File: config.mk
export PLATFORM = sky130hd
export DESIGN_NAME = seq_divider
export DESIGN_NICKNAME = d
export VERILOG_FILES = /design/src/rtl/seq_divider_pkg.sv /design/src/rtl/seq_divider_step.sv /design/src/rtl/seq_divider.sv
export SDC_FILE = /design/constraint.sdc
export NUM_CORES = 1
export LEC_CHECK = 0
export ABC_AREA = 0
export CAP_MARGIN = 30
export CORE_AREA = 2 2 79 96
export CTS_CLUSTER_DIAMETER = 40
export DETAILED_ROUTE_END_ITERATION = 12
export DIE_AREA = 0 0 81 98
export SYNTH_ARGS = -nofsm -noshare
export SYNTH_HDL_FRONTEND = slang
export SYNTH_SLANG_ARGS = --single-unit
export TNS_END_PERCENT = 1
File: constraint.sdc
create_clock -name clk -period 4.05 [get_ports clk]
set_input_delay 1.0125 -clock clk [delete_from_list [all_inputs] [get_ports clk]]
set_output_delay 1.0125 -clock clk [all_outputs]
set_load 0.02 [all_outputs]
File: src/rtl/seq_divider_pkg.sv
// Shared constants for the sequential signed divider: FSM encoding,
// default operand width and iteration-counter sizing.
package seq_divider_pkg;

  typedef enum logic [1:0] {
    PREP = 2'd0,
    DIV  = 2'd1,
    FIX  = 2'd2,
    DONE = 2'd3
  } div_state_t;

  localparam int N_DEF = 5;

  // Counter must reach 2N-1 with headroom for the compare.
  function automatic int cnt_w(input int n);
    return $clog2(2 * n) + 1;
  endfunction

endpackage

File: src/rtl/seq_divider_step.sv
// One combinational restoring-division step on unsigned magnitudes.
// Latency: zero (pure combinational); backpressure: none.
module seq_divider_step
  import seq_divider_pkg::*;
#(
  parameter int N = N_DEF
) (
  input  logic [N:0]     p,
  input  logic [2*N-1:0] qm,
  input  logic [N-1:0]   bm,
  output logic [N:0]     p_nxt,
  output logic [2*N-1:0] qm_nxt
);

  logic [N+1:0] sh;
  logic [N+1:0] trial;

  always_comb begin
    sh    = {p, qm[2*N-1]};
    trial = sh - {2'b00, bm};
    if (!trial[N+1]) begin
      p_nxt  = trial[N:0];
      qm_nxt = {qm[2*N-2:0], 1'b1};
    end else begin
      p_nxt  = sh[N:0];
      qm_nxt = {qm[2*N-2:0], 1'b0};
    end
  end

endmodule

File: src/rtl/seq_divider.sv
// Signed restoring divider, 2N-bit dividend by N-bit divisor; low rst loads operands.
// Latency 2N+2 clocks after rst release (1 on divide-by-zero); no backpressure, result held until reset.
module seq_divider
  import seq_divider_pkg::*;
#(
  parameter int N = N_DEF
) (
  input  logic           clk,
  input  logic           rst,
  input  logic [2*N-1:0] a,
  input  logic [N-1:0]   b,
  output logic [2*N-1:0] q,
  output logic [N-1:0]   r,
  output logic           done,
  output logic           dbz,
  output logic           ovf
);

  localparam int CW = cnt_w(N);
  localparam logic [CW-1:0] LAST = CW'(2 * N - 1);

  div_state_t state, nxt;

  logic [2*N-1:0] a_r;
  logic [N-1:0]   b_r;
  logic [N:0]     p;
  logic [2*N-1:0] qm;
  logic [N-1:0]   bm;
  logic [CW-1:0]  cnt;
  logic           sign_q, sign_r;
  logic           ld, stp, fx;
  logic           b_zero;
  logic [N:0]     p_nxt;
  logic [2*N-1:0] qm_nxt;

  assign b_zero = (b_r == '0);

  always_ff @(posedge clk) begin
    if (!rst) state <= PREP;
    else      state <= nxt;
  end

  always_comb begin
    nxt = state;
    case (state)
      PREP:    nxt = b_zero ? DONE : DIV;
      DIV:     if (cnt == LAST) nxt = FIX;
      FIX:     nxt = DONE;
      DONE:    nxt = DONE;
      default: nxt = PREP;
    endcase
  end

  always_comb begin
    ld  = 1'b0;
    stp = 1'b0;
    fx  = 1'b0;
    case (state)
      PREP:    ld  = 1'b1;
      DIV:     stp = 1'b1;
      FIX:     fx  = 1'b1;
      default: ;
    endcase
  end

  seq_divider_step #(.N(N)) u_step (
    .p      (p),
    .qm     (qm),
    .bm     (bm),
    .p_nxt  (p_nxt),
    .qm_nxt (qm_nxt)
  );

  // Dividend magnitude is shifted out of qm while quotient bits shift in.
  always_ff @(posedge clk) begin
    if (!rst) begin
      a_r  <= a;
      b_r  <= b;
      q    <= '0;
      r    <= '0;
      done <= 1'b0;
      dbz  <= 1'b0;
      ovf  <= 1'b0;
    end else begin
      if (ld) begin
        qm     <= a_r[2*N-1] ? -a_r : a_r;
        bm     <= b_r[N-1] ? -b_r : b_r;
        sign_q <= a_r[2*N-1] ^ b_r[N-1];
        sign_r <= a_r[2*N-1];
        p      <= '0;
        cnt    <= '0;
        if (b_zero) begin
          dbz  <= 1'b1;
          done <= 1'b1;
        end
      end
      if (stp) begin
        p   <= p_nxt;
        qm  <= qm_nxt;
        cnt <= cnt + CW'(1);
      end
      if (fx) begin
        q    <= sign_q ? -qm : qm;
        r    <= sign_r ? -p[N-1:0] : p[N-1:0];
        ovf  <= (a_r == {1'b1, {(2*N-1){1'b0}}}) && (b_r == '1);
        done <= 1'b1;
      end
    end
  end

endmodule

==> results.yml, run 1 <==
sta:
  finalSetupTns_ps: 0
  finalSetupViolCount: 0
  tightest_slew_ps: 814
  rsz0062_at_grt: "no"
  finalCriticalPeriod_ps: 2780
  min_period_over_period_pct: 68.7
  fin_skew_ps: 3.72
  fmaxAchievable_mhz: 360
  setup_ws_ps: 1270
  slew_headroom_pct: 45.3
  hold_viol: 0
  maxSlewViolCount: 0
drt:
  wl_per_cell_um: 12.8
  drt-total-wl_um: 5320
  via_count: 2072
  first_pass_iters: 4
  via_per_inst: 4.99
  drc_errors: 0
  ant_nets: 0
  drtIter0Drc: 85
clock_tree:
  cts_buffers: 9
  cts-root-buf: "clkbuf_8"
  cts_tree: "done"
  clockBufferDepth: 2
  clk_pin_slew_ps: 70
  clkLatencyLatePin_ps: 330
  postCtsHoldBufs: 0
  post_cts_buffers: 0
  clkSinkCount: 63
  post_cts_resize_count: 0
  h-tree-depth: 3
global_route:
  grt_usage_pct: 15.0
  grt_pass1_wl_um: 9000
  grt_pass1_vias: 1965
  met2_usage_pct: 23.7
  grt_start_max_net_pins: 27
  gr-total-overflow: 0
  grt_util_met3_pct: 2.50
  grt_busiest_layer: "met2"
  use_met1_pct: 19.5
  antenna_found_initial: 0
finish:
  fillCellCount: 692
  drive_gt1_share_pct: 6.46
  multiInputGateArea_um2: 1250
  regArea_um2: 1690
  diodes: 0
  nets: 352
  synthToLayoutAreaGrowth_pct: 19.5
worst_setup_path:
  worstRegToRegCells: 9
  cp-startpoint: "qm[9]"
  cp.arrival_ps: 2870
  worstSetupStartpointType: "flip-flop"
  required_ps: 4140
  reg2reg_to: "p[5]"
  end_kind: "flip-flop"
  critPathMaxFanout: 9
  setup.worst_path.class: "reg -> reg"
  r2r_slack_ps: 1270
  reg2reg_from: "qm[9]"
  endpoint: "p[5]"
floorplan:
  coreArea_um2: 7060
  die-width_um: 81
  num_rows: 34
  dieArea_um2: 7940
  die_y_um: 98
  num_io_pins: 35
  start_util_pct: 43.2
placed_design:
  place_ws_ps: 1170
  hpwl_um: 3950
  portBuffers: 34
  routabilityCongestion: 0.766
hold_path:
  hold_path.class: "reg -> reg"
  min_path_cells: 2
yosys:
  synth_top_area_share_pct: 42.3
  ys_warn_count: 0
  synth.distinct_cells: 39
  synthTopCellsByArea: "edfxtp_1, dfxtp_1, ha_1"
  synth_largest_area_cell: "edfxtp_1"
  avgSynthCellArea_um2: 10.8
  synth.ff_latch_count: 63
  ys_seq_area_share_pct: 55.5
  syn_inst: 283
  syn_nets: 314
  syn_area_um2: 3050
power:
  irDropWorstVdd_v: 0.000179
  combPwrFrac_pct: 17.4
  power.switching_uw: 415
  swShare_pct: 27.5
  p_seq_share_pct: 53.5
  pwr-share-clk_pct: 29.1
  p_int_uw: 1090
  cellPowerDensity_nw_per_um2: 414
  p_leak_uw: 0.00136
job:
  drv_cap: 0
run_status:
  status: "complete, no violations"
==> critical path: stages, from the launching register on <==
cell and delay [ps]:
edfxtp_1 390, inv_1 110, ha_1 180, inv_1 60, fa_1 420, a211oi_1 200, o21ai_0 130, xor2_1 650
a31oi_1 170, a41o_1 230
==> flip-flops by register name, summed over array words and instances, names as in the netlist, 2 cells and up <==
signal and flops:
a_r 10, state 2, qm 10, cnt 5, r 5, p 6, b_r 5, q 10
bm 5
==> layer usage <==
layer | vias up | share of wire (%)
met5 | - | 0
met4 | 0 | 2.2
met3 | 9 | 4.0
met2 | 49 | 47
met1 | 937 | 47
li1 | 1077 | -
==> synthesized netlist by cell type <==
| cell | instances |
|---|---|
| o21a_1 | 1 |
| nor4bb_1 | 1 |
| o31ai_1 | 7 |
| edfxtp_1 | 43 |
| and2_1 | 1 |
| o41ai_1 | 2 |
| o31a_1 | 1 |
| nand2_1 | 24 |
| mux2i_1 | 6 |
| nand4_1 | 1 |
| fa_1 | 1 |
| or2_4 | 1 |
| xor2_1 | 16 |
| or2b_2 | 1 |
| or3_1 | 2 |
| a21boi_0 | 1 |
| nor3_1 | 1 |
| xnor2_1 | 10 |
| o21ai_0 | 19 |
| nor2_1 | 34 |
| mux2_2 | 1 |
| or4_1 | 3 |
| a41o_1 | 1 |
| nor3b_1 | 1 |
| inv_1 | 19 |
| nor2b_1 | 6 |
| clkbuf_1 | 11 |
| nand3_1 | 2 |
| a31oi_1 | 1 |
| a21oi_1 | 12 |
| or3b_1 | 1 |
| and3_1 | 1 |
| dfxtp_1 | 20 |
| a211oi_1 | 13 |
| ha_1 | 13 |
| nand3b_1 | 1 |
| nand2b_1 | 2 |
| a21o_1 | 1 |
| or2_2 | 1 |
==> placed cells by master, fill, tap and decap left out, drive strengths merged, types with 2 or more instances in the layout <==
master | synthesis | routed
o21ai | 19 | 19
inv | 19 | 19
clkdlybuf4s50 | 0 | 34
xor2 | 16 | 16
dfxtp | 20 | 20
ha | 13 | 13
edfxtp | 43 | 43
or3 | 2 | 2
buf | 0 | 4
nand2 | 24 | 24
a21oi | 12 | 12
o31ai | 7 | 7
o41ai | 2 | 2
clkbuf | 11 | 10
nor2 | 34 | 34
nor2b | 6 | 6
nand2b | 2 | 2
mux2i | 6 | 6
nand3 | 2 | 2
or4 | 3 | 3
a211oi | 13 | 13
clkinv | 0 | 4
xnor2 | 10 | 10
or2 | 2 | 2
==> kinds of logic (layout without fill, tap and decap cells) <==
family / count (synthesis) / count (layout) / share of synthesized area [%]
mux: 7 / 7 / 2.34
simple gates: 84 / 84 / 12.9
fa+ha+maj: 14 / 14 / 5.99
buf+inv: 30 / 72 / 3.69
compound gates: 59 / 59 / 12.1
xor+xnor: 26 / 26 / 7.46
flops: 63 / 63 / 55.5
==> layout make-up <==
class	count	area share [%]
clock inverters	5	0.721
clock buffers	10	3.50
well taps	90	3.09
multi-input cells	190	34.2
flip-flops and latches	63	46.4
repair buffers	38	10.2
inverters	19	1.96
==> worst min path at each step <==
stage,from,to,slack [ps]
6_report,q[9],q[9],450
5_1_grt,q[0],q[0],490
4_1_cts,q[9],q[9],460
3_5_place_dp,q[9],q[9],450
3_3_place_gp,q[9],q[9],450
2_1_floorplan,a_r[9],sign_r,420
==> power groups by stage <==
stage,registers (µW),logic (µW),clock network [µW]
2_1_floorplan,806,200,0
3_3_place_gp,823,260,0
3_5_place_dp,822,266,0
4_1_cts,809,267,453
5_1_grt,817,301,482
6_report,808,263,439
==> metrics by stage <==
step                      instances  power [µW]  instance area, µm²  hold slack, ps  util, %
after floorplan                 283        1010                3050             424        -
after global placement          399        1080                3480             445     49.3
after detailed placement        400        1090                3490             450     49.5
after CTS                       415        1530                3650             458     51.6
after global routing            415        1600                3650             487     51.6
final                           415        1510                3650             451     51.6
Power figures use the tool's default switching activity.
==> run 2: changes to the inputs <==
Settings changed: PLACE_DENSITY from default to 0.67.
Clock period 4.05 ns to 2.5 ns, I/O delays scaled along.
==> run 2 against run 1 <==
Compared with the run above: fmax rose by 19%; global-route usage rose by 0.31 points; critical path depth rose by 1; clock-buffer cell count fell by 1; via count rose by 2.6%; die area did not move; sequential power rose by 62%; sequential share of layout area fell by 1.4 points; combinational power rose by 75%; wire length fell by 0.47%; critical endpoint is now p[0]; largest power group unchanged.
==> results.yml, run 2 (synthesis results as in run 1) <==
finish:
  regArea_um2: 1690
  fillCellCount: 647
  synthToLayoutAreaGrowth_pct: 23.2
  top_regs: "a_r: 10 flops, q: 10 flops, qm: 10 flops"
  layout_common_cells: "edfxtp_1, nor2_1, clkdlybuf4s50_1, nand2_1, dfxtp_1"
  drive_gt1_share_pct: 8.76
  diodes: 0
  stdcell_count: 421
  multiInputGateArea_um2: 1250
  nets: 357
  layout.cells.most_common: "edfxtp_1"
clock_tree:
  clockBufferDepth: 2
  cts-root-buf: "clkbuf_8"
  cts_tree: "done"
  clkLatencyLatePin_ps: 340
  cts_buffers: 9
  clkSinkCount: 63
  h-tree-depth: 3
  clk_pin_slew_ps: 70
  post_cts_buffers: 0
placed_design:
  routabilityCongestion: 0.826
  portBuffers: 34
  placedCellCount: 405
  hpwl_um: 3830
drt:
  drtIter0Drc: 111
  ant_nets: 0
  via_count: 2125
  drt-total-wl_um: 5300
  drc_errors: 0
  via_per_inst: 5.05
  wl_per_cell_um: 12.6
  first_pass_iters: 4
global_route:
  grt_usage_pct: 15.3
  grt_busiest_layer: "met2"
  met2_usage_pct: 23.1
  grt_pass1_vias: 2010
  gr-total-overflow: 0
  grt_util_met3_pct: 3.97
  grt_start_max_net_pins: 27
  grt_pass1_wl_um: 9180
  use_met1_pct: 20.2
  antenna_found_initial: 0
power:
  power.switching_uw: 724
  irDropWorstVdd_v: 0.000522
  combPwrFrac_pct: 16.8
  pwr-share-clk_pct: 35.6
  p_leak_uw: 0.00141
  swShare_pct: 26.4
  p_int_uw: 2010
  cellPowerDensity_nw_per_um2: 729
  p_seq_share_pct: 47.7
worst_setup_path:
  cp.arrival_ps: 2540
  worstSetupStartpointType: "flip-flop"
  end_kind: "flip-flop"
  required_ps: 2700
  cp_common_cell: "inv_1"
  setup.worst_path.class: "reg -> reg"
  worst_path_max_delay_cell: "fa_1"
  critPathMaxFanout: 6
  cp_top_family: "adder cells"
  slowest_delay_ps: 410
  cp_num_buf_inv: 3
  worstPathCellList: "inv_1, ha_1, inv_1, fa_1, a211oi_1, o21ai_1, xor2_2, buf_4, mux2_2, nor2_1"
  r2r_slack_ps: 170
sta:
  min_period_over_period_pct: 93.4
  finalCriticalPeriod_ps: 2330
  tightest_slew_ps: 541
  maxSlewViolCount: 0
  finalSetupViolCount: 0
  rsz0062_at_grt: "no"
  hold_viol: 0
  finalSetupTns_ps: 0
  fmaxAchievable_mhz: 428
  slew_headroom_pct: 63.4
  fin_skew_ps: 7.80
floorplan:
  die_y_um: 98
  die-width_um: 81
  start_util_pct: 43.2
  num_io_pins: 35
  num_rows: 34
  coreArea_um2: 7060
  dieArea_um2: 7940
run_status:
  status: "complete, no violations"
job:
  drv_cap: 0
hold_path:
  hold_path.class: "reg -> reg"
## run 2: final timing paths
check / start / endpoint / depth (start not counted)
worst min register to register: q[7] / q[7] / 2
worst min-delay path: q[7] / q[7] / 2
worst max-delay path: qm[9] / p[0] / 10
worst max register to register: qm[9] / p[0] / 10
## run 2: final cells by class
cell class / count / area share, %
repair buffers: 43 / 10.9
flip-flops and latches: 63 / 45.0
well taps: 90 / 3.00
multi-input cells: 190 / 33.4
inverters: 19 / 1.90
clock inverters: 7 / 2.56
clock buffers: 9 / 3.30
## run 2: what timing repair did
action | 4_1_cts | 5_1_grt
hold buffers | 0 | 0
resized for setup | 0 | 1
hold endpoints to repair | 0 | 0
endpoints found under the setup margin | 0 | 1
## run 2: through the flow
| stage | hold WS (ps) | worst slack (ps) | util (%) | total power [µW] | cell area [µm²] |
|---|---|---|---|---|---|
| finish | 463 | 165 | 53.2 | 2740 | 3760 |
| global route | 477 | 6.77 | 53.2 | 2880 | 3760 |
| CTS | 461 | 105 | 53.2 | 2770 | 3760 |
| detailed placement | 449 | 119 | 50.1 | 1790 | 3540 |
| global placement | 450 | 177 | 50.1 | 1770 | 3540 |
| floorplan | 424 | 26.6 | - | 1630 | 3060 |
## run 2: worst reg2reg max path: cells and delay by family (launching register included)
kind,cells,cell delay [ps]
AO/OA/AOI/OAI,2,350
XOR/XNOR,1,150
adder cells (fa/ha/maj),2,570
buffers and inverters,3,320
flip-flops,1,400
multiplexers,1,330
AND/OR/NAND/NOR,1,80
## run 2: per-layer routing
| metal | part of all wire (%) | wire [µm] |
|---|---|---|
| met3 | 4.3 | 227 |
| met2 | 48 | 2530 |
| met1 | 46 | 2440 |
| met4 | 1.9 | 102 |
| met5 | 0 | 0 |
## run 2: power groups by stage
| stage | logic (µW) | clock network [µW] | registers, µW |
|---|---|---|---|
| floorplan | 328 | 0 | 1310 |
| detailed placement | 459 | 0 | 1330 |
| finish | 459 | 975 | 1310 |
| global placement | 443 | 0 | 1320 |
| CTS | 462 | 1000 | 1310 |
| global route | 522 | 1040 | 1320 |
==> run 3: changes to the inputs <==
Settings changed: ABC_AREA 0 to 1, ABC_CLOCK_PERIOD_IN_PS from default to 2500, CORE_AREA 2 2 79 96 to 2 2 81 99, DIE_AREA 0 0 81 98 to 0 0 83 101.
==> run 3 against run 2 <==
Compared with the run above: combinational power is 38% higher; critical path depth rose by 1; utilization is 1.1 points lower; first-iteration DRC count shrank 19%; largest power group unchanged; fmax grew 14%.
==> results.yml, run 3 <==
floorplan:
  dieArea_um2: 8380
  die_y_um: 101
  num_rows: 35
  start_util_pct: 43.8
  die-width_um: 83
  coreArea_um2: 7490
  num_io_pins: 35
yosys:
  synthTopCellsByArea: "edfxtp_1, dfxtp_1, nand2_1"
  synth_largest_area_cell: "edfxtp_1"
  syn_area_um2: 3280
  ys_warn_count: 0
  synth-main-ff-cell: "edfxtp_1"
  synth.ff_latch_count: 63
  synth_common_cells: "nand2_1, inv_1, edfxtp_1"
  synth_edf_count: 43
  async_flop_share_pct: 0
  syn_inst: 359
  ys_seq_area_share_pct: 51.5
  avgSynthCellArea_um2: 9.15
  synth.distinct_cells: 34
  syn_nets: 390
  synth.most_common_cell: "nand2_1"
  synth_top_area_share_pct: 39.3
clock_tree:
  postCtsHoldBufs: 0
  h-tree-depth: 3
  cts_tree: "done"
  clk_pin_slew_ps: 70
  clockBufferDepth: 2
  clkLatencyLatePin_ps: 350
  post_cts_buffers: 0
  clkSinkCount: 63
  cts_buffers: 9
  post_cts_resize_count: 0
  cts-root-buf: "clkbuf_8"
finish:
  top_regs: "a_r: 10 flops, q: 10 flops, qm: 10 flops"
  layout.cells.most_common: "nand2_1"
  drive_gt1_share_pct: 11.9
  nets: 431
  synthToLayoutAreaGrowth_pct: 18.9
  layout_common_cells: "nand2_1, inv_1, edfxtp_1, nor2_1, clkdlybuf4s50_1"
  diodes: 0
  utilization_pct: 52.1
worst_setup_path:
  worstSetupStartpointType: "flip-flop"
  required_ps: 2610
  setup.worst_path.class: "reg -> reg"
  slowest_delay_ps: 400
  worst_path_max_delay_cell: "fa_1"
  end_kind: "flip-flop"
  worstPathCellList: "inv_1, ha_1, inv_1, fa_1, nand2_2, nand2_2, nand3_4, nand3_2, nand2_4, nand2_4, o21a_1"
  cp_top_family: "adder cells"
  cp_num_buf_inv: 2
  cp.arrival_ps: 2150
  critPathMaxFanout: 5
placed_design:
  portBuffers: 34
  hpwl_um: 4610
  routabilityCongestion: 0.811
global_route:
  antenna_found_initial: 0
  grt_start_max_net_pins: 29
  grt_usage_pct: 15.4
  grt_pass1_vias: 2268
  grt_pass1_wl_um: 10100
  gr-total-overflow: 0
hold_path:
  hold_path.class: "reg -> reg"
drt:
  wl_per_cell_um: 12.3
  via_per_inst: 4.81
  via_count: 2393
  ant_nets: 0
  drt-total-wl_um: 6100
  first_pass_iters: 4
  drtIter0Drc: 90
  drc_errors: 0
sta:
  finalCriticalPeriod_ps: 2040
  tightest_slew_ps: 421
  finalSetupTns_ps: 0
  min_period_over_period_pct: 81.7
  rsz0062_at_grt: "no"
  fmaxAchievable_mhz: 490
  slew_headroom_pct: 72.0
  finalSetupViolCount: 0
  fin_skew_ps: 8.69
  maxSlewViolCount: 0
  hold_viol: 0
power:
  cellPowerDensity_nw_per_um2: 704
  irDropWorstVdd_v: 0.000414
  p_leak_uw: 0.00166
run_status:
  status: "complete, no violations"
job:
  drv_cap: 0
-- run 3: changes by cell type after synthesis, moves of 8 or more --
cell,previous run,this run
nand3_1,2,16
a21oi_1,12,21
o21ai_1,0,18
o21ai_0,19,8
clkbuf_1,11,2
inv_1,19,48
nand2_2,0,9
a211oi_1,13,0
xnor2_1,10,2
nand2_1,24,60
-- run 3: path summary, 6_finish.rpt --
kind	startpoint	to	slack, ps	cells past startpoint
setup reg to reg	qm[9]	qm[0]	460	11
hold reg to reg	ovf	ovf	470	2
hold / removal	ovf	ovf	470	2
setup / recovery	qm[9]	qm[0]	460	11
-- run 3: stage by stage --
| step | total power (µW) | setup slack [ps] | cells | hold slack [ps] | instance area (µm²) |
|---|---|---|---|---|---|
| finish | 2750 | 458 | 497 | 469 | 3910 |
| global route | 2930 | 321 | 497 | 514 | 3910 |
| CTS | 2790 | 445 | 497 | 477 | 3910 |
| detailed placement | 2000 | 449 | 481 | 463 | 3730 |
| global placement | 1980 | 509 | 481 | 463 | 3730 |
| floorplan | 1820 | 46.2 | 359 | 469 | 3280 |
-- run 3: report_power, final --
part	switching (µW)	internal, µW
Combinational	376	258
Sequential	93.6	1250
Clock	418	358
Total	888	1860
-- run 3: layer usage --
layer  up-vias  GRT usage, %  share of wire (%)
li1       1264             -                  -
met1      1060          18.8                 46
met2        55          26.1                 47
met3        14          3.52                4.6
met4         0          7.44                2.6
met5         -             0                  0
-- run 3: cell type report --
type | instances | area (µm²)
inverter | 53 | 204
clock buffer | 9 | 124
clock inverter | 7 | 50.0
tap | 92 | 115
multi-input combinational | 234 | 1340
fill | 702 | 3580
timing repair buffer | 39 | 378
sequential | 63 | 1690
-- run 3: tightest hold or removal path: stages, from the launching register on --
cell and delay, ps:
dfxtp_1 310, nand2_1 60, a21oi_1 60
-- run 3: cell families after synthesis --
| kind of cell | share of synthesized area [%] |
|---|---|
| AND/OR/NAND/NOR | 20.4 |
| flip-flops | 51.5 |
| buffers and inverters | 7.58 |
| AO/OA/AOI/OAI | 10.1 |
| XOR/XNOR | 4.80 |
| adder cells (fa/ha/maj) | 5.56 |
